$ cat src/rtl/nco_pkg.sv
// Shared defaults and state encoding for the NCO FCW sweep generator.
package nco_pkg;

    localparam int unsigned FCW_W_DEF   = 32;
    localparam int unsigned DWELL_W_DEF = 16;

    typedef enum logic [1:0] {
        ST_IDLE = 2'd0,
        ST_UP   = 2'd1,
        ST_DOWN = 2'd2,
        ST_DONE = 2'd3
    } state_t;

endpackage

$ cat src/rtl/nco_dwell_timer.sv
// Loadable dwell down-counter; expired flags the last cycle of a dwell.
module nco_dwell_timer #(
    parameter int unsigned W = 16
) (
    input  logic         clk,
    input  logic         rst,
    input  logic         load,
    input  logic [W-1:0] load_val,
    output logic         expired
);

    logic [W-1:0] cnt_q;

    always_ff @(posedge clk) begin
        if (rst) begin
            cnt_q <= '0;
        end else if (load) begin
            cnt_q <= load_val;
        end else if (cnt_q != '0) begin
            cnt_q <= cnt_q - W'(1);
        end
    end

    assign expired = (cnt_q == '0);

endmodule

$ cat src/rtl/nco_fcw_sweep.sv
// Stepped FCW sweep generator feeding the NCO tuning input.
// Define NCO_SWEEP_TRI_EN for triangular looping (adds the DOWN state); default is sawtooth.
module nco_fcw_sweep
    import nco_pkg::*;
#(
    parameter int unsigned FCW_W   = FCW_W_DEF,
    parameter int unsigned DWELL_W = DWELL_W_DEF
) (
    input  logic               clk_top,
    input  logic               rst_top,
    input  logic               cfg_valid,
    output logic               cfg_ready,
    input  logic [FCW_W-1:0]   cfg_start,
    input  logic [FCW_W-1:0]   cfg_stop,
    input  logic [FCW_W-1:0]   cfg_step,
    input  logic [DWELL_W-1:0] cfg_dwell,
    input  logic               cfg_loop,
    input  logic               abort,
    output logic [FCW_W-1:0]   fcw_out,
    output logic               busy,
    output logic               done
);

    state_t             state_q;
    state_t             state_nxt;
    logic [FCW_W-1:0]   start_q;
    logic [FCW_W-1:0]   stop_q;
    logic [FCW_W-1:0]   step_q;
    logic [DWELL_W-1:0] dwell_q;
    logic               loop_q;

    logic [FCW_W-1:0]   fcw_nxt;
    logic               load_c;
    logic [DWELL_W-1:0] load_val_c;
    logic               expired_c;
    logic               accept_c;
    logic [FCW_W:0]     sum_c;
    logic [FCW_W-1:0]   up_val_c;

    assign cfg_ready = (state_q == ST_IDLE);
    assign accept_c  = cfg_valid & cfg_ready;

    // Ascending step saturates at stop, including carry out of the tuning word.
    assign sum_c    = {1'b0, fcw_out} + {1'b0, step_q};
    assign up_val_c = (sum_c[FCW_W] || (sum_c[FCW_W-1:0] > stop_q)) ? stop_q : sum_c[FCW_W-1:0];

`ifdef NCO_SWEEP_TRI_EN
    logic [FCW_W:0]   diff_c;
    logic [FCW_W-1:0] dn_val_c;

    // Descending step saturates at start, including borrow.
    assign diff_c   = {1'b0, fcw_out} - {1'b0, step_q};
    assign dn_val_c = (diff_c[FCW_W] || (diff_c[FCW_W-1:0] < start_q)) ? start_q : diff_c[FCW_W-1:0];
`endif

    nco_dwell_timer #(
        .W (DWELL_W)
    ) u_dwell (
        .clk      (clk_top),
        .rst      (rst_top),
        .load     (load_c),
        .load_val (load_val_c),
        .expired  (expired_c)
    );

    always_comb begin
        state_nxt  = state_q;
        fcw_nxt    = fcw_out;
        load_c     = 1'b0;
        load_val_c = dwell_q;
        case (state_q)
            ST_IDLE: begin
                if (accept_c) begin
                    state_nxt  = ST_UP;
                    fcw_nxt    = cfg_start;
                    load_c     = 1'b1;
                    load_val_c = cfg_dwell;
                end
            end
            ST_UP: begin
                if (abort) begin
                    state_nxt = ST_IDLE;
                end else if (expired_c) begin
                    if (fcw_out == stop_q) begin
                        if (!loop_q) begin
                            state_nxt = ST_DONE;
                        end else begin
`ifdef NCO_SWEEP_TRI_EN
                            state_nxt = ST_DOWN;
                            fcw_nxt   = dn_val_c;
`else
                            fcw_nxt   = start_q;
`endif
                            load_c    = 1'b1;
                        end
                    end else begin
                        fcw_nxt = up_val_c;
                        load_c  = 1'b1;
                    end
                end
            end
`ifdef NCO_SWEEP_TRI_EN
            ST_DOWN: begin
                if (abort) begin
                    state_nxt = ST_IDLE;
                end else if (expired_c) begin
                    if (fcw_out == start_q) begin
                        state_nxt = ST_UP;
                        fcw_nxt   = up_val_c;
                    end else begin
                        fcw_nxt   = dn_val_c;
                    end
                    load_c = 1'b1;
                end
            end
`endif
            ST_DONE: begin
                state_nxt = ST_IDLE;
            end
            default: begin
                state_nxt = ST_IDLE;
            end
        endcase
    end

    always_ff @(posedge clk_top) begin
        if (rst_top) begin
            state_q <= ST_IDLE;
            fcw_out <= '0;
            busy    <= 1'b0;
            done    <= 1'b0;
            start_q <= '0;
            stop_q  <= '0;
            step_q  <= FCW_W'(1);
            dwell_q <= '0;
            loop_q  <= 1'b0;
        end else begin
            state_q <= state_nxt;
            fcw_out <= fcw_nxt;
            busy    <= (state_nxt != ST_IDLE);
            done    <= (state_nxt == ST_DONE);
            // An inverted range collapses to a single-value sweep; step 0 acts as 1.
            if (accept_c) begin
                start_q <= cfg_start;
                stop_q  <= (cfg_start > cfg_stop) ? cfg_start : cfg_stop;
                step_q  <= (cfg_step == '0) ? FCW_W'(1) : cfg_step;
                dwell_q <= cfg_dwell;
                loop_q  <= cfg_loop;
            end
        end
    end

endmodule
$ cat config.mk
export PLATFORM = sky130hd
export DESIGN_NAME = nco_fcw_sweep
export DESIGN_NICKNAME = d
export VERILOG_FILES = /design/src/rtl/nco_pkg.sv /design/src/rtl/nco_dwell_timer.sv /design/src/rtl/nco_fcw_sweep.sv
export SDC_FILE = /design/constraint.sdc
export NUM_CORES = 1
export LEC_CHECK = 0
export CAP_MARGIN = 20
export CORE_MARGIN = 2
export CORE_UTILIZATION = 44
export DETAILED_ROUTE_END_ITERATION = 7
export PLACE_DENSITY_LB_ADDON = 0.3
export SYNTH_ARGS = -nofsm -noshare
export SYNTH_HDL_FRONTEND = slang
export SYNTH_HIERARCHICAL = 1
export SYNTH_SLANG_ARGS = --single-unit
$ cat constraint.sdc
create_clock -name clk_top -period 5.6 [get_ports clk_top]
set_clock_uncertainty 0.15 [all_clocks]
set_input_delay 1.12 -clock clk_top [delete_from_list [all_inputs] [get_ports clk_top]]
set_output_delay 1.12 -clock clk_top [all_outputs]
set_load 0.03 [all_outputs]
# Word level (Yosys, flattened, before mapping)
# Cells that the tools add are included.
[classes] add_sub_neg=2 n_lt_le_gt_ge=2 eq_ne=7 mux=25 n_bitwise=1 n_reduce_logical=9
[op_table] op="2-to-1 mux 32 bit" n=8
[op_table] op="> comparator 32 bit" n=2
[op_table] op="2-to-1 mux 16 bit" n=4
[op_table] op="one-hot mux 32 bit (2 select lines)" n=1
[op_table] op="adder 32 x 32 -> 33 bit" n=1
[op_table] op="equality test 32 bit" n=1
[op_table] op="logical NOT 32 bit" n=1
[op_table] op="logical NOT 16 bit" n=1
[op_table] op="nonzero test 16 bit" n=1
[op_table] op="subtractor 16 x 1 -> 16 bit (second input constant)" n=1
[op_table] op="2-to-1 mux 2 bit" n=5
[op_table] op="nonzero test 2 bit" n=3
[op_table] op="2-to-1 mux 1 bit" n=5
[op_table] op="AND reduction 5 bit" n=1
[op_table] op="inequality test 2 bit (second input constant)" n=2
[op_table] op="one-hot mux 2 bit (2 select lines)" n=1
[op_table] op="inequality test 3 bit (second input constant)" n=1
[op_table] op="equality test 2 x 1 -> 1 bit (second input constant)" n=1
[op_table] op="equality test 2 bit (second input constant)" n=1
[op_table] op="logical NOT 2 bit" n=1
[op_table] op="inequality test 2 x 1 -> 1 bit (second input constant)" n=1
[op_table] op="one-hot mux 1 bit (2 select lines)" n=1
[op_table] op="AND 1 bit" n=1
[op_table] op="logical OR 1 bit" n=1
[totals] reg_bits=165 inputBits=117 out_inout_bits=35 word_cells=56

# Longest topological paths before layout
[logic_depth] word_depth=8 depth_mapped=21 depth_no_buf=20

# By module
# Netlist, hierarchy kept.
[modules_own_cells] mod="nco_fcw_sweep" n_inst=1 cells_per_inst=1306 area_each_um2=10089.7 seq_area_each_um2=2982.9
[modules_own_cells] mod="nco_dwell_timer" n_inst=1 cells_per_inst=116 area_each_um2=964.7 seq_area_each_um2=320.3

# Worst setup path after synthesis
# No wires, ideal clock.
[synth_path] path_kind="reg-to-reg" startpoint="register fcw_out[0]" endpoint="register fcw_out[19]" setup_time_ps=133 t_arrival_ps=4723 required_ps=5317 path_slack_ps=594 path_stages_with_launch=21 n_path_buf=1 period_less_slack_ps=5006 path_cell_list="dfxtp_1 ha_1 fa_1 a211oi_1 o21ai_0 a22oi_1 a21oi_1 a21oi_1 o21bai_1 a311oi_1 xnor2_1 ha_1 a21o_1 a21oi_1 o221ai_1 o311a_1 nor4_4 buf_4 mux2_2 a21oi_1 nor3_1"
[synth_between] elab_chain_len=8 elab_cells_between_ends=11 classes_between="add/sub: 1; order compare: 1; eq/ne: 2; mux: 5; reduce/logical: 2"
[synth_lines] item="start: declaration" line="nco_fcw_sweep.sv:19" source="output logic [FCW_W-1:0] fcw_out,"
[synth_lines] item="start signal: assignment" line="nco_fcw_sweep.sv:139" source="fcw_out <= fcw_nxt;"
[synth_lines] item="adder 32 x 32 -> 33 bit" line="nco_fcw_sweep.sv:44" source="assign sum_c = {1'b0, fcw_out} + {1'b0, step_q};"
[synth_lines] item="> comparator 32 bit" line="nco_fcw_sweep.sv:45" source="assign up_val_c = (sum_c[FCW_W] || (sum_c[FCW_W-1:0] > stop_q)) ? stop_q : sum_c[FCW_W-1:0];"
[synth_lines] item="logical OR 1 bit" line="nco_fcw_sweep.sv:45"
[synth_lines] item="2-to-1 mux 32 bit" line="nco_fcw_sweep.sv:45"
[synth_lines] item="2-to-1 mux 32 bit" line="nco_fcw_sweep.sv:84" source="if (fcw_out == stop_q) begin"
[synth_lines] item="2-to-1 mux 32 bit" line="nco_fcw_sweep.sv:83" source="end else if (expired_c) begin"
[synth_lines] item="2-to-1 mux 32 bit" line="nco_fcw_sweep.sv:81" source="if (abort) begin"
[synth_lines] item="one-hot mux 32 bit (2 select lines)" line="nco_fcw_sweep.sv:71" source="case (state_q)"
# Several ways; a longest one is shown, not always the timed one. The select of a mux whose other input is x is not followed.
# A chain may end at the register's enable or synchronous reset.

# Worst setup path after layout
[layout_path] startpoint="register fcw_out[11]" endpoint="register fcw_out[8]"
# The elaborated chain is that of the path after synthesis.

==> summary.txt <==
Logic synthesis
  • Mapped Area: 11100 sq um
  • Number of synthesized flops with an enable pin: 0
  • Async SR Flop Fraction: 0%
  • Ys flop type: dfxtp_1
  • Syn_nets: 1637
  • Synth Register Bits: 165
  • Synthesized instance count: 1422
  • Sequential fraction of the synthesis area: 29.9%
  • YS warnings: 6
  • Unique masters post-synth: 64
  • Avg Cell Area, Syn: 7.77 sq um

Placement
  • Placed Instances: 1847
  • PortBufs: 151
  • Placed cell areas: 12800 sq um
  • Gpl congestion: 0.986
  • Final HPWL DP: 26800 um

Route
  • Number of remaining DRC errors: 0
  • Final wirelength: 35600 um
  • Pre-antenna DRT Iters: 5
  • Via density: 5.77
  • Initial DRC count: 905
  • Final ANT Viol Nets: 0
  • Drt wl/cell: 18.9 um
  • Routed vias: 10.9k

Floorplan
  • Cell row count: 58
  • Core box area: 24900 sq um
  • Die area: 26400 sq um
  • Initial core utilization: 44.4%
  • Die Width: 163 um
  • Total I/O pin count: 152
  • Die H: 163 um

Clock network
  • CTS tree: yes
  • Num Clock Sinks: 165
  • Root Buffer: clkbuf_16
  • CTS H-tree depth: 4
  • Clock Latency Late Sink: 450 ps
  • Clk buf depth: 2
  • CTS Hold Bufs: 0
  • TritonCTS Buffers: 17
  • Clk slew on worst S/H paths: 70 ps

Final layout
  • Layout cells sized above 1: 5.93%
  • Post-route cell area: 13500 sq um
  • Final net count: 1754
  • Area of the multi-input gates: 7180 sq um
  • Finished Layout Cells: 1883
  • Area Growth Syn to Fin: 22.3%
  • Layout fillers: 2363
  • FF+latch area: 3300 sq um

STA
  • Worst rel slew slack: 35.0%
  • Final hold vios: 0
  • Final setup violation count: 0
  • Final slew viol count: 0
  • Fmax achieved: 190 MHz
  • Worst-Margin Slew: 967 ps
  • RSZ-0062 raised after global routing: no
  • Setup_tns: 0 ps
  • Fin crit period: 5270 ps
  • Fin crit share: 94.0%

GRT
  • Largest net degree at the start of global routing: 83
  • Initial antenna violation count: 1
  • Gr ovfl total: 0
  • GRT Util Overall: 26.7%
  • Vias in the first global route: 10.1k
  • Global-route wire length before repair: 55100 um

Critical path
  • Crit end category: flip-flop
  • Worst reg2reg endpoint: fcw_out[8]
  • Reg2reg setup slack: 330 ps
  • Reg2reg start: fcw_out[11]
  • CP Data Required Time: 5770 ps
  • Crit path launch type: flip-flop
  • Setup crit start: fcw_out[11]
  • Kind of critical path: reg -> reg
  • Critical Path AT: 5430 ps
  • Crit path max fanout: 16
  • Critical Path Sink: fcw_out[8]
  • Depth of the worst register-to-register path: 20

Outcome
  • Status: complete, no violations

Pwr
  • Power Density: 320 nW/um^2
  • Clock power share: 27.8%
  • P_int: 2.65 mW
  • Comb power frac: 38.4%
  • Net switching power: 1.68 mW
  • Leak: 5.74 nW
  • Max VDD drop: 0.000252 V
  • Power share of the sequential group: 33.8%
  • Net Sw Frac: 38.8%

Run
  • Max_cap viols: 0

Min path
  • Worst Hold Class: reg -> reg
metal layers:
metal	up-vias	part of all wire, %	global-route usage (%)
li1	5323	-	-
met5	-	0	0
met1	5086	47	38.1
met2	401	42	40.4
met3	56	7.5	4.94
met4	0	2.8	9.17
synth_stat cells (4+ instances only):
cell type | count | area [sq um]
and3_1 | 11 | 68.8
nor4_1 | 16 | 100
nand2b_1 | 6 | 37.5
o22ai_1 | 7 | 43.8
ha_1 | 97 | 1210
o211ai_1 | 9 | 67.6
xor2_1 | 10 | 87.6
o21bai_1 | 7 | 52.6
nand3_1 | 24 | 120
a21oi_1 | 187 | 936
inv_1 | 80 | 300
nand4_1 | 31 | 194
mux2_2 | 15 | 169
o21a_1 | 7 | 52.6
o221ai_1 | 4 | 35.0
nor2b_1 | 7 | 43.8
o21ai_0 | 86 | 430
a211o_1 | 8 | 70.1
clkbuf_1 | 67 | 251
a31oi_1 | 19 | 119
dfxtp_1 | 165 | 3300
xnor2_1 | 61 | 534
o21ai_1 | 5 | 25.0
a211oi_1 | 4 | 30.0
a221o_1 | 9 | 90.1
a21o_1 | 20 | 150
a21boi_0 | 10 | 75.1
nor3_1 | 21 | 105
o31ai_1 | 8 | 60.1
a221oi_1 | 6 | 52.6
mux2i_1 | 50 | 500
nand2_1 | 242 | 908
and4_1 | 17 | 149
buf_2 | 5 | 25.0
nor2_1 | 56 | 210
power by group through the flow:
stage,clock (mW),sequential [mW],combinational (mW)
global placement,0,1.48,1.59
global route,1.27,1.48,1.82
floorplan,0,1.49,1.13
CTS,1.22,1.46,1.61
finish,1.20,1.46,1.66
detailed placement,0,1.48,1.60
cell families after synthesis:
kind of cell	after synthesis	synth area share (%)
AO/OA/AOI/OAI	415	22.4
flip-flops	165	29.9
buffers and inverters	157	5.56
AND/OR/NAND/NOR	451	19.4
XOR/XNOR	71	5.63
multiplexers	65	6.06
adder cells (fa/ha/maj)	98	11.2
state kept, by name, indices dropped and copies added (netlist names):
register       count
fcw_out           32
start_q           32
step_q            32
stop_q            32
dwell_q           16
u_dwell/cnt_q     16
state_q            2
busy               1
done               1
loop_q             1
cell type report:
cell class,instances,area share [%]
inverters,80,2.22
multi-input cells,1100,53.1
well taps,330,3.06
diodes,1,0.0185
clock inverters,15,1.29
clock buffers,17,3.15
repair buffers,175,12.7
flip-flops and latches,165,24.4
critical path: stages (launching register included):
cell       delay, ps
dfxtp_1          380
ha_1             420
nand2_1          160
nor3_1           330
o2111ai_1        170
and3_1           170
a211oi_1         530
a221oi_1         200
xnor2_1          340
ha_1             320
nand4_1          140
nor3_2            90
nand3_1           80
nand4_1          100
o311a_1          350
nor4_4           250
buf_4            190
buf_12           170
mux2_2           340
mux2i_1          130
o221ai_1         110
through the flow:
stage | setup slack [ps] | power (mW) | hold WS, ps | util [%]
final | 333 | 4.33 | 305 | 54.3
after floorplan | 594 | 2.61 | 282 | -
after CTS | 111 | 4.29 | 305 | 54.0
after global routing | 1.88 | 4.57 | 324 | 54.3
after detailed placement | 220 | 3.08 | 295 | 51.6
after global placement | 303 | 3.07 | 287 | 51.6
worst min path at each step:
stage                     startpoint    endpoint  slack, ps  cells past startpoint
after floorplan           start_q[3]  start_q[3]        280                      2
after global placement    start_q[3]  start_q[3]        290                      2
after detailed placement  start_q[4]  start_q[4]        290                      2
after CTS                 start_q[4]  start_q[4]        310                      2
after global routing      start_q[2]  start_q[2]        320                      2
final                     start_q[4]  start_q[4]        310                      2
cell usage in the layout, fill, tap and decap left out, types with 9 or more instances in the layout:
master / count
buf_4: 23
xor2_1: 10
nand2_1: 241
dfxtp_1: 165
xnor2_1: 61
nand3_1: 24
a21o_1: 20
a21oi_1: 186
o21ai_0: 84
mux2_2: 15
a31oi_1: 19
mux2i_1: 50
a21boi_0: 10
inv_1: 80
a221o_1: 9
nand4_1: 31
and4_1: 17
and3_1: 11
nor2_1: 56
ha_1: 97
nor3_1: 20
clkbuf_16: 18
clkdlybuf4s50_1: 150
o211ai_1: 9
nor4_1: 16
what timing repair did:
item | CTS | global route
setup endpoints to repair | 0 | 32
resized for setup | 0 | 7
hold endpoints to repair | 0 | 0
setup buffers | 0 | 1
(Power assumes the default switching activity.)
